## src/rtl/decode_dispatch.sv

```systemverilog
// decode_dispatch: RV32I decode-and-dispatch stage with a one-entry output register.
// Decodes one instruction per cycle and resolves its operands from the regfile, ROB or CDB.
// While an entry is held, it snoops the CDB to clear stale tags.
// Optional macro DECODE_ILLEGAL_TRAP_EN adds out_illegal. It flags unknown or all-zero
// encodings, which still dispatch as NOP.
module decode_dispatch #(
  parameter int DATA_W    = 32,
  parameter int ROB_TAG_W = 4,
  parameter int CDB_PORTS = 2,
  parameter int OP_W      = 6
) (
  input  logic                          clk,
  input  logic                          rst,
  input  logic                          flush,
  input  logic                          in_valid,
  output logic                          in_ready,
  input  logic [31:0]                   in_inst,
  input  logic [DATA_W-1:0]             in_pc,
  output logic [4:0]                    rs1,
  output logic [4:0]                    rs2,
  input  logic                          in_busy1,
  input  logic                          in_busy2,
  input  logic [ROB_TAG_W-1:0]          in_tag1,
  input  logic [ROB_TAG_W-1:0]          in_tag2,
  input  logic [DATA_W-1:0]             in_operand1,
  input  logic [DATA_W-1:0]             in_operand2,
  output logic [ROB_TAG_W-1:0]          query_tag1,
  output logic [ROB_TAG_W-1:0]          query_tag2,
  input  logic                          in_tag1_ready,
  input  logic                          in_tag2_ready,
  input  logic [DATA_W-1:0]             ready_value1,
  input  logic [DATA_W-1:0]             ready_value2,
  input  logic                          rob_full,
  input  logic [ROB_TAG_W-1:0]          rob_alloc_tag,
  input  logic [CDB_PORTS-1:0]          cdb_valid,
  input  logic [CDB_PORTS*ROB_TAG_W-1:0] cdb_tag,
  input  logic [CDB_PORTS*DATA_W-1:0]   cdb_value,
  output logic                          out_valid,
  input  logic                          out_ready,
  output logic [OP_W-1:0]               out_op,
  output logic [DATA_W-1:0]             out_imm,
  output logic [4:0]                    out_rd,
  output logic [DATA_W-1:0]             out_operand1,
  output logic [DATA_W-1:0]             out_operand2,
  output logic [ROB_TAG_W-1:0]          out_tag1,
  output logic [ROB_TAG_W-1:0]          out_tag2,
  output logic [ROB_TAG_W-1:0]          out_rob_tag,
  output logic [DATA_W-1:0]             out_pc
`ifdef DECODE_ILLEGAL_TRAP_EN
  ,
  output logic                          out_illegal
`endif
);

  localparam logic [OP_W-1:0] OP_NOP = OP_W'(0),  OP_LUI = OP_W'(1),  OP_AUIPC = OP_W'(2),
    OP_JAL = OP_W'(3),  OP_JALR = OP_W'(4),  OP_BEQ = OP_W'(5),  OP_BNE = OP_W'(6),
    OP_BLT = OP_W'(7),  OP_BGE = OP_W'(8),   OP_BLTU = OP_W'(9), OP_BGEU = OP_W'(10),
    OP_LB = OP_W'(11),  OP_LH = OP_W'(12),   OP_LW = OP_W'(13),  OP_LBU = OP_W'(14),
    OP_LHU = OP_W'(15), OP_SB = OP_W'(16),   OP_SH = OP_W'(17),  OP_SW = OP_W'(18),
    OP_ADDI = OP_W'(19), OP_SLTI = OP_W'(20), OP_SLTIU = OP_W'(21), OP_XORI = OP_W'(22),
    OP_ORI = OP_W'(23), OP_ANDI = OP_W'(24), OP_SLLI = OP_W'(25), OP_SRLI = OP_W'(26),
    OP_SRAI = OP_W'(27), OP_ADD = OP_W'(28),  OP_SUB = OP_W'(29),  OP_SLL = OP_W'(30),
    OP_SLT = OP_W'(31), OP_SLTU = OP_W'(32), OP_XOR = OP_W'(33),  OP_SRL = OP_W'(34),
    OP_SRA = OP_W'(35), OP_OR = OP_W'(36),   OP_AND = OP_W'(37);

  typedef enum logic { S_EMPTY = 1'b0, S_FULL = 1'b1 } state_t;
  typedef struct packed { logic hit; logic [DATA_W-1:0] val; } cdb_hit_t;
  typedef struct packed { logic [DATA_W-1:0] val; logic [ROB_TAG_W-1:0] tag; } opnd_t;

  state_t                state_q, state_d;
  logic                  accept;
  logic [OP_W-1:0]       dec_op, op_q, op_d;
  logic signed [DATA_W-1:0] dec_imm, imm_q, imm_d;
  logic [4:0]            dec_rd, dec_rs1, dec_rs2, rd_q, rd_d;
  logic                  dec_illegal, illegal_q, illegal_d;
  logic [DATA_W-1:0]     opnd1_q, opnd1_d, opnd2_q, opnd2_d, pc_q, pc_d;
  logic [ROB_TAG_W-1:0]  tag1_q, tag1_d, tag2_q, tag2_d, rob_tag_q, rob_tag_d;
  opnd_t                 res1, res2;
  cdb_hit_t              snoop1, snoop2;

  // Widen a 32-bit signed immediate to the datapath width.
  function automatic logic signed [DATA_W-1:0] sext(input logic signed [31:0] v);
    return DATA_W'(v);
  endfunction

  // Lowest-indexed valid CDB port broadcasting the given tag.
  function automatic cdb_hit_t cdb_lookup(input logic [ROB_TAG_W-1:0] tag);
    cdb_hit_t r;
    r.hit = 1'b0;
    r.val = '0;
    for (int i = CDB_PORTS - 1; i >= 0; i--) begin
      if (cdb_valid[i] && (cdb_tag[i*ROB_TAG_W +: ROB_TAG_W] == tag)) begin
        r.hit = 1'b1;
        r.val = cdb_value[i*DATA_W +: DATA_W];
      end
    end
    return r;
  endfunction

  // Operand source priority: x0, regfile, CDB this cycle, ROB, else wait on tag.
  function automatic opnd_t resolve(input logic [4:0] idx, input logic busy,
                                    input logic [ROB_TAG_W-1:0] tag,
                                    input logic [DATA_W-1:0] rf_val, input logic rob_rdy,
                                    input logic [DATA_W-1:0] rob_val);
    opnd_t    r;
    cdb_hit_t h;
    r.val = '0;
    r.tag = '0;
    h = cdb_lookup(tag);
    if (idx != 5'd0) begin
      if (!busy)        r.val = rf_val;
      else if (h.hit)   r.val = h.val;
      else if (rob_rdy) r.val = rob_val;
      else              r.tag = tag;
    end
    return r;
  endfunction

  // Instruction decode: op, immediate, register indices, legality.
  always_comb begin
    dec_op = OP_NOP; dec_imm = '0; dec_rd = '0; dec_rs1 = '0; dec_rs2 = '0;
    dec_illegal = 1'b0;
    case (in_inst[6:0])
      7'b0110111: begin dec_op = OP_LUI;   dec_imm = sext({in_inst[31:12], 12'b0}); dec_rd = in_inst[11:7]; end
      7'b0010111: begin dec_op = OP_AUIPC; dec_imm = sext({in_inst[31:12], 12'b0}); dec_rd = in_inst[11:7]; end
      7'b1101111: begin
        dec_op = OP_JAL; dec_rd = in_inst[11:7];
        dec_imm = sext({{11{in_inst[31]}}, in_inst[31], in_inst[19:12], in_inst[20], in_inst[30:21], 1'b0});
      end
      7'b1100111: begin
        dec_op = OP_JALR; dec_rd = in_inst[11:7]; dec_rs1 = in_inst[19:15];
        dec_imm = sext({{20{in_inst[31]}}, in_inst[31:20]});
        if (in_inst[14:12] != 3'b000) dec_illegal = 1'b1;
      end
      7'b1100011: begin
        dec_rs1 = in_inst[19:15]; dec_rs2 = in_inst[24:20];
        dec_imm = sext({{19{in_inst[31]}}, in_inst[31], in_inst[7], in_inst[30:25], in_inst[11:8], 1'b0});
        case (in_inst[14:12])
          3'b000: dec_op = OP_BEQ;   3'b001: dec_op = OP_BNE;
          3'b100: dec_op = OP_BLT;   3'b101: dec_op = OP_BGE;
          3'b110: dec_op = OP_BLTU;  3'b111: dec_op = OP_BGEU;
          default: dec_illegal = 1'b1;
        endcase
      end
      7'b0000011: begin
        dec_rd = in_inst[11:7]; dec_rs1 = in_inst[19:15];
        dec_imm = sext({{20{in_inst[31]}}, in_inst[31:20]});
        case (in_inst[14:12])
          3'b000: dec_op = OP_LB;  3'b001: dec_op = OP_LH;  3'b010: dec_op = OP_LW;
          3'b100: dec_op = OP_LBU; 3'b101: dec_op = OP_LHU;
          default: dec_illegal = 1'b1;
        endcase
      end
      7'b0100011: begin
        dec_rs1 = in_inst[19:15]; dec_rs2 = in_inst[24:20];
        dec_imm = sext({{20{in_inst[31]}}, in_inst[31:25], in_inst[11:7]});
        case (in_inst[14:12])
          3'b000: dec_op = OP_SB; 3'b001: dec_op = OP_SH; 3'b010: dec_op = OP_SW;
          default: dec_illegal = 1'b1;
        endcase
      end
      7'b0010011: begin
        dec_rd = in_inst[11:7]; dec_rs1 = in_inst[19:15];
        dec_imm = sext({{20{in_inst[31]}}, in_inst[31:20]});
        case (in_inst[14:12])
          3'b000: dec_op = OP_ADDI;  3'b010: dec_op = OP_SLTI;
          3'b011: dec_op = OP_SLTIU; 3'b100: dec_op = OP_XORI;
          3'b110: dec_op = OP_ORI;   3'b111: dec_op = OP_ANDI;
          3'b001: dec_op = OP_SLLI;
          default: dec_op = in_inst[30] ? OP_SRAI : OP_SRLI;
        endcase
      end
      7'b0110011: begin
        dec_rd = in_inst[11:7]; dec_rs1 = in_inst[19:15]; dec_rs2 = in_inst[24:20];
        case (in_inst[14:12])
          3'b000: dec_op = in_inst[30] ? OP_SUB : OP_ADD;
          3'b001: dec_op = OP_SLL;  3'b010: dec_op = OP_SLT;
          3'b011: dec_op = OP_SLTU; 3'b100: dec_op = OP_XOR;
          3'b101: dec_op = in_inst[30] ? OP_SRA : OP_SRL;
          3'b110: dec_op = OP_OR;
          default: dec_op = OP_AND;
        endcase
      end
      default: dec_illegal = 1'b1;
    endcase
    if (in_inst == 32'd0) dec_illegal = 1'b1;
    if (dec_illegal) begin
      dec_op = OP_NOP; dec_imm = '0; dec_rd = '0; dec_rs1 = '0; dec_rs2 = '0;
    end
  end

  assign rs1        = dec_rs1;
  assign rs2        = dec_rs2;
  assign query_tag1 = in_busy1 ? in_tag1 : '0;
  assign query_tag2 = in_busy2 ? in_tag2 : '0;
  assign accept     = in_valid && in_ready;

  // Handshake outputs derived from the current state.
  always_comb begin
    out_valid = (state_q == S_FULL);
    in_ready  = !rst && !flush && !rob_full && ((state_q == S_EMPTY) || out_ready);
  end

  // Next state: flush empties, accept fills, dispatch without refill empties.
  always_comb begin
    state_d = state_q;
    if (flush)                                 state_d = S_EMPTY;
    else if (accept)                           state_d = S_FULL;
    else if ((state_q == S_FULL) && out_ready) state_d = S_EMPTY;
  end

  // State register.
  always_ff @(posedge clk) begin
    if (rst) state_q <= S_EMPTY;
    else     state_q <= state_d;
  end

  // Entry payload: capture on accept, otherwise hold while snooping pending tags.
  always_comb begin
    res1   = resolve(dec_rs1, in_busy1, in_tag1, in_operand1, in_tag1_ready, ready_value1);
    res2   = resolve(dec_rs2, in_busy2, in_tag2, in_operand2, in_tag2_ready, ready_value2);
    snoop1 = cdb_lookup(tag1_q);
    snoop2 = cdb_lookup(tag2_q);
    op_d = op_q; imm_d = imm_q; rd_d = rd_q; illegal_d = illegal_q;
    opnd1_d = opnd1_q; opnd2_d = opnd2_q; tag1_d = tag1_q; tag2_d = tag2_q;
    rob_tag_d = rob_tag_q; pc_d = pc_q;
    if ((tag1_q != '0) && snoop1.hit) begin opnd1_d = snoop1.val; tag1_d = '0; end
    if ((tag2_q != '0) && snoop2.hit) begin opnd2_d = snoop2.val; tag2_d = '0; end
    if (accept) begin
      op_d = dec_op; imm_d = dec_imm; rd_d = dec_rd; illegal_d = dec_illegal;
      opnd1_d = res1.val; tag1_d = res1.tag; opnd2_d = res2.val; tag2_d = res2.tag;
      rob_tag_d = rob_alloc_tag; pc_d = in_pc;
    end
  end

  // Entry payload registers, cleared on reset.
  always_ff @(posedge clk) begin
    if (rst) begin
      op_q <= '0; imm_q <= '0; rd_q <= '0; illegal_q <= 1'b0;
      opnd1_q <= '0; opnd2_q <= '0; tag1_q <= '0; tag2_q <= '0;
      rob_tag_q <= '0; pc_q <= '0;
    end else begin
      op_q <= op_d; imm_q <= imm_d; rd_q <= rd_d; illegal_q <= illegal_d;
      opnd1_q <= opnd1_d; opnd2_q <= opnd2_d; tag1_q <= tag1_d; tag2_q <= tag2_d;
      rob_tag_q <= rob_tag_d; pc_q <= pc_d;
    end
  end

  assign out_op       = op_q;
  assign out_imm      = imm_q;
  assign out_rd       = rd_q;
  assign out_operand1 = opnd1_q;
  assign out_operand2 = opnd2_q;
  assign out_tag1     = tag1_q;
  assign out_tag2     = tag2_q;
  assign out_rob_tag  = rob_tag_q;
  assign out_pc       = pc_q;
`ifdef DECODE_ILLEGAL_TRAP_EN
  assign out_illegal  = illegal_q;
`else
  // Legality still forces illegal encodings to NOP; the flag itself is not exported.
  logic unused_illegal;
  assign unused_illegal = illegal_q;
`endif

endmodule

```

## config.mk

```make
export PLATFORM = sky130hd
export DESIGN_NAME = decode_dispatch
export DESIGN_NICKNAME = d
export VERILOG_FILES = /design/src/rtl/decode_dispatch.sv
export SDC_FILE = /design/constraint.sdc
export NUM_CORES = 1
export LEC_CHECK = 0
export CORE_AREA = 4 4 176 178
export CTS_BUF_LIST = sky130_fd_sc_hd__clkbuf_2 sky130_fd_sc_hd__clkbuf_4 sky130_fd_sc_hd__clkbuf_8
export DETAILED_ROUTE_END_ITERATION = 10
export DIE_AREA = 0 0 180 182
export GPL_TIMING_DRIVEN = 0
export PLACE_DENSITY = 0.69
export SLEW_MARGIN = 10
export SYNTH_ARGS = -nofsm -noshare
export SYNTH_HDL_FRONTEND = slang
export SYNTH_SLANG_ARGS = --single-unit
```

## constraint.sdc

```tcl
create_clock -name clk -period 3.1 [get_ports clk]
set_input_delay 0.93 -clock clk [delete_from_list [all_inputs] [get_ports clk]]
set_output_delay 0.93 -clock clk [all_outputs]
set_load 0.05 [all_outputs]
```

==> results.cfg <==
[finish]
drive_gt1_frac = 0.108
final-seq-area_sq_mm = 0.00304
final_nets = 1911
area_delta_synth_final_pct = 61.9
fillers = 2791
multi_input_area_sq_mm = 0.00591
stdcell_area_sq_mm = 0.0150

[worst_setup_path]
cp_max_fo = 5
reg2reg_from = out_valid$_SDFFE_PP0P_
end_kind = primary output
cp.arrival_ns = 2.38
cp-start-kind = primary input
endpoint = rs1[0]
crit_type = primary input to primary output
rrSetupSlack_ns = 0.64
r2r_cells = 8
r2r_end = out_imm[23]$_SDFFE_PP0P_
worstPathRequired_ns = 2.17
crit_path_start = in_inst[4]

[clocking]
cts_tree = built
clk_latency_ns = 0.47
cts_made_buffers = 17
clk_pin_slew_ns = 0.09
cts_root_buffer = clkbuf_8
htreeDepth = 4
cts_sinks = 152
cts_buffer_depth = 2

[logic_synthesis]
synth-async-reset-ratio = 0
synth_cell_types = 64
synth_fp_nets = 1438
ys_seq_elements = 152
synth.top_cell.area_share = 0.329
syn_avg_cell_area_sq_um = 8.04
netlist_instances = 1150
netlist_area_sq_mm = 0.00925
yosysTopAreaCell = dfxtp_1
synth_edf_count = 0
yosysMostFrequentCell = nand2_1
seq_area_frac_synth = 0.329
synthTopCellsByArea = dfxtp_1 33%, a221o_1 6.9%, nand2_1 6.5%, a2bb2oi_1 6.3%, a21oi_1 4.2%
ys.flop_type = dfxtp_1
synth_warnings = 0
netlist_top_cells_count = 160 x nand2_1, 152 x dfxtp_1, 93 x clkbuf_1, 77 x a21oi_1, 69 x o21ai_0

[drt]
routed_via_density = 5.82
dr.pass1.iters = 6
wirelength_mm = 48.7
wire_per_inst_um = 24.0
via_count = 11818
route.detailed.drc = 0
drtIter0Drc = 1298
ant_nets = 0

[floorplanning]
core_area_sq_mm = 0.0294
dieHeight_um = 182
die_w_um = 180
die-area_sq_mm = 0.0328
io_pins = 459
initial_core_util = 0.314
std_cell_rows = 63

[min_path]
holdPathStages = 2
holdCritPathClass = register to register
hp-start = out_imm[2]$_SDFFE_PP0P_

[job]
cap_viol_max_count = 0

[run_status]
status = finished with violations
violations = setup timing

[timing]
rsz0062_at_grt = yes
fin_worst_skew_ns = 0.0261
finalMaxSlewViolations = 0
setup_viol = 10
timing.final.crit_period_ns = 3.31
hold_violations = 0
period_share = 1.07
max_freq_mhz = 302
maxSlewHeadroom = 0.369
setup_ws_ns = -0.214
worst_pin_slew_ns = 0.944

[place]
gp_congestion = 0.952
io_buffers = 453
preCtsSetupSlack_ns = -1.48
dp_hpwl_mm = 37.8
placed_area_sq_mm = 0.0144

[grt]
grt_max_degree = 17
grt_pass1_wl_mm = 71.6
antenna_found_initial = 7
grt-ovfl-total = 0
grt_pass1_vias = 11639
grt_use_total = 0.278

[power_and_ir_drop]
power_density_mw_per_mm2 = 339
power_w = 0.00508
power.leakage_nw = 4.95
irDropWorstVdd_mv = 0.209
-- cell families after synthesis --
kind of cell,count (synthesis),share of synthesized area
buffers and inverters,121,0.0510
and+or+nand+nor,387,0.214
DFF,152,0.329
AOI/OAI and AO/OA,457,0.375
xor gates and xnor gates,33,0.0313
-- per-stage QoR --
stage                     TNS [ns]  hold WS (ns)  utilization  instances
after CTS                    -2.68         0.461        0.506       2026
final                        -1.94         0.457        0.509       2032
after global placement     -113.21         0.436        0.488       1993
after global routing         -2.20         0.476        0.509       2031
after detailed placement   -116.14         0.443        0.488       1993
after floorplan             -0.356         0.671            -       1150
-- area by class of cell --
type                    instances  share of cell area
multi-input cells             877               0.395
plain buffers                 114              0.0339
well taps                     390              0.0326
flip-flops and latches        152               0.203
clock buffers                  19              0.0175
diodes                          7             0.00117
repair buffers                457               0.305
clock inverters                12              0.0110
inverters                       4             0.00100
-- where the power goes --
part	switching, W	internal [W]
registers	0.0000220	0.00199
logic	0.000692	0.000625
clock network	0.000901	0.000849
-- what timing repair did --
action | in CTS | in global routing
pin swaps | 7 | 9
gates resized for setup | 181 | 50
setup buffers | 2 | 2
endpoints found under the setup margin | 117 | 77
hold buffers | 0 | 0
-- worst min-delay path by stage --
| stage | to | slack [ns] |
|---|---|---|
| CTS | out_pc[24]$_SDFFE_PP0P_ | 0.46 |
| detailed placement | out_imm[2]$_SDFFE_PP0P_ | 0.44 |
| finish | out_imm[2]$_SDFFE_PP0P_ | 0.46 |
| floorplan | out_op[5]$_SDFFE_PP0P_ | 0.67 |
| global route | out_pc[24]$_SDFFE_PP0P_ | 0.48 |
| global placement | out_imm[24]$_SDFFE_PP0P_ | 0.44 |
-- worst max-delay path, stage by stage --
cell	delay [ns]
buf_6	0.10
nand2b_4	0.14
or4_4	0.54
o31ai_4	0.08
nand2b_4	0.21
nor2_4	0.06
and2_4	0.18
buf_8	0.14
-- cell usage in the layout (no fill, tap or decap), drive strengths merged, types with 6 or more instances in the layout --
cell / netlist / layout
or2: 35 / 35
buf: 22 / 50
o21ai: 71 / 71
a22oi: 12 / 12
clkdlybuf4s50: 0 / 424
o31a: 32 / 32
nand3b: 35 / 35
nor2: 31 / 31
nor3: 12 / 12
o221ai: 33 / 33
a32oi: 34 / 34
a221o: 64 / 64
o211ai: 33 / 33
xnor2: 20 / 20
dfxtp: 152 / 152
diode: 0 / 7
clkbuf: 95 / 113
a2bb2oi: 66 / 66
xor2: 13 / 13
nand3: 50 / 50
nand2: 160 / 160
inv: 4 / 8
nor2b: 6 / 6
a22o: 6 / 6
a21oi: 77 / 77
nor4: 7 / 7
and2: 23 / 23
nand2b: 11 / 11
-- metal layers --
| metal | up-vias | share of wire | global-route usage |
|---|---|---|---|
| met5 | - | 0 | 0 |
| met4 | 0 | 0.032 | 0.0948 |
| met3 | 96 | 0.084 | 0.0685 |
| met2 | 664 | 0.49 | 0.490 |
| met1 | 5668 | 0.39 | 0.331 |
| li1 | 5390 | - | - |
-- flip-flops by register name (all words and copies together) (netlist names) --
register and flops:
out_pc 32, out_op 6, out_rob_tag 4, out_imm 32
out_rd 5, out_operand1 32, out_tag1 4, out_tag2 4
out_valid 1, out_operand2 32
Power figures use the tool's default switching activity.
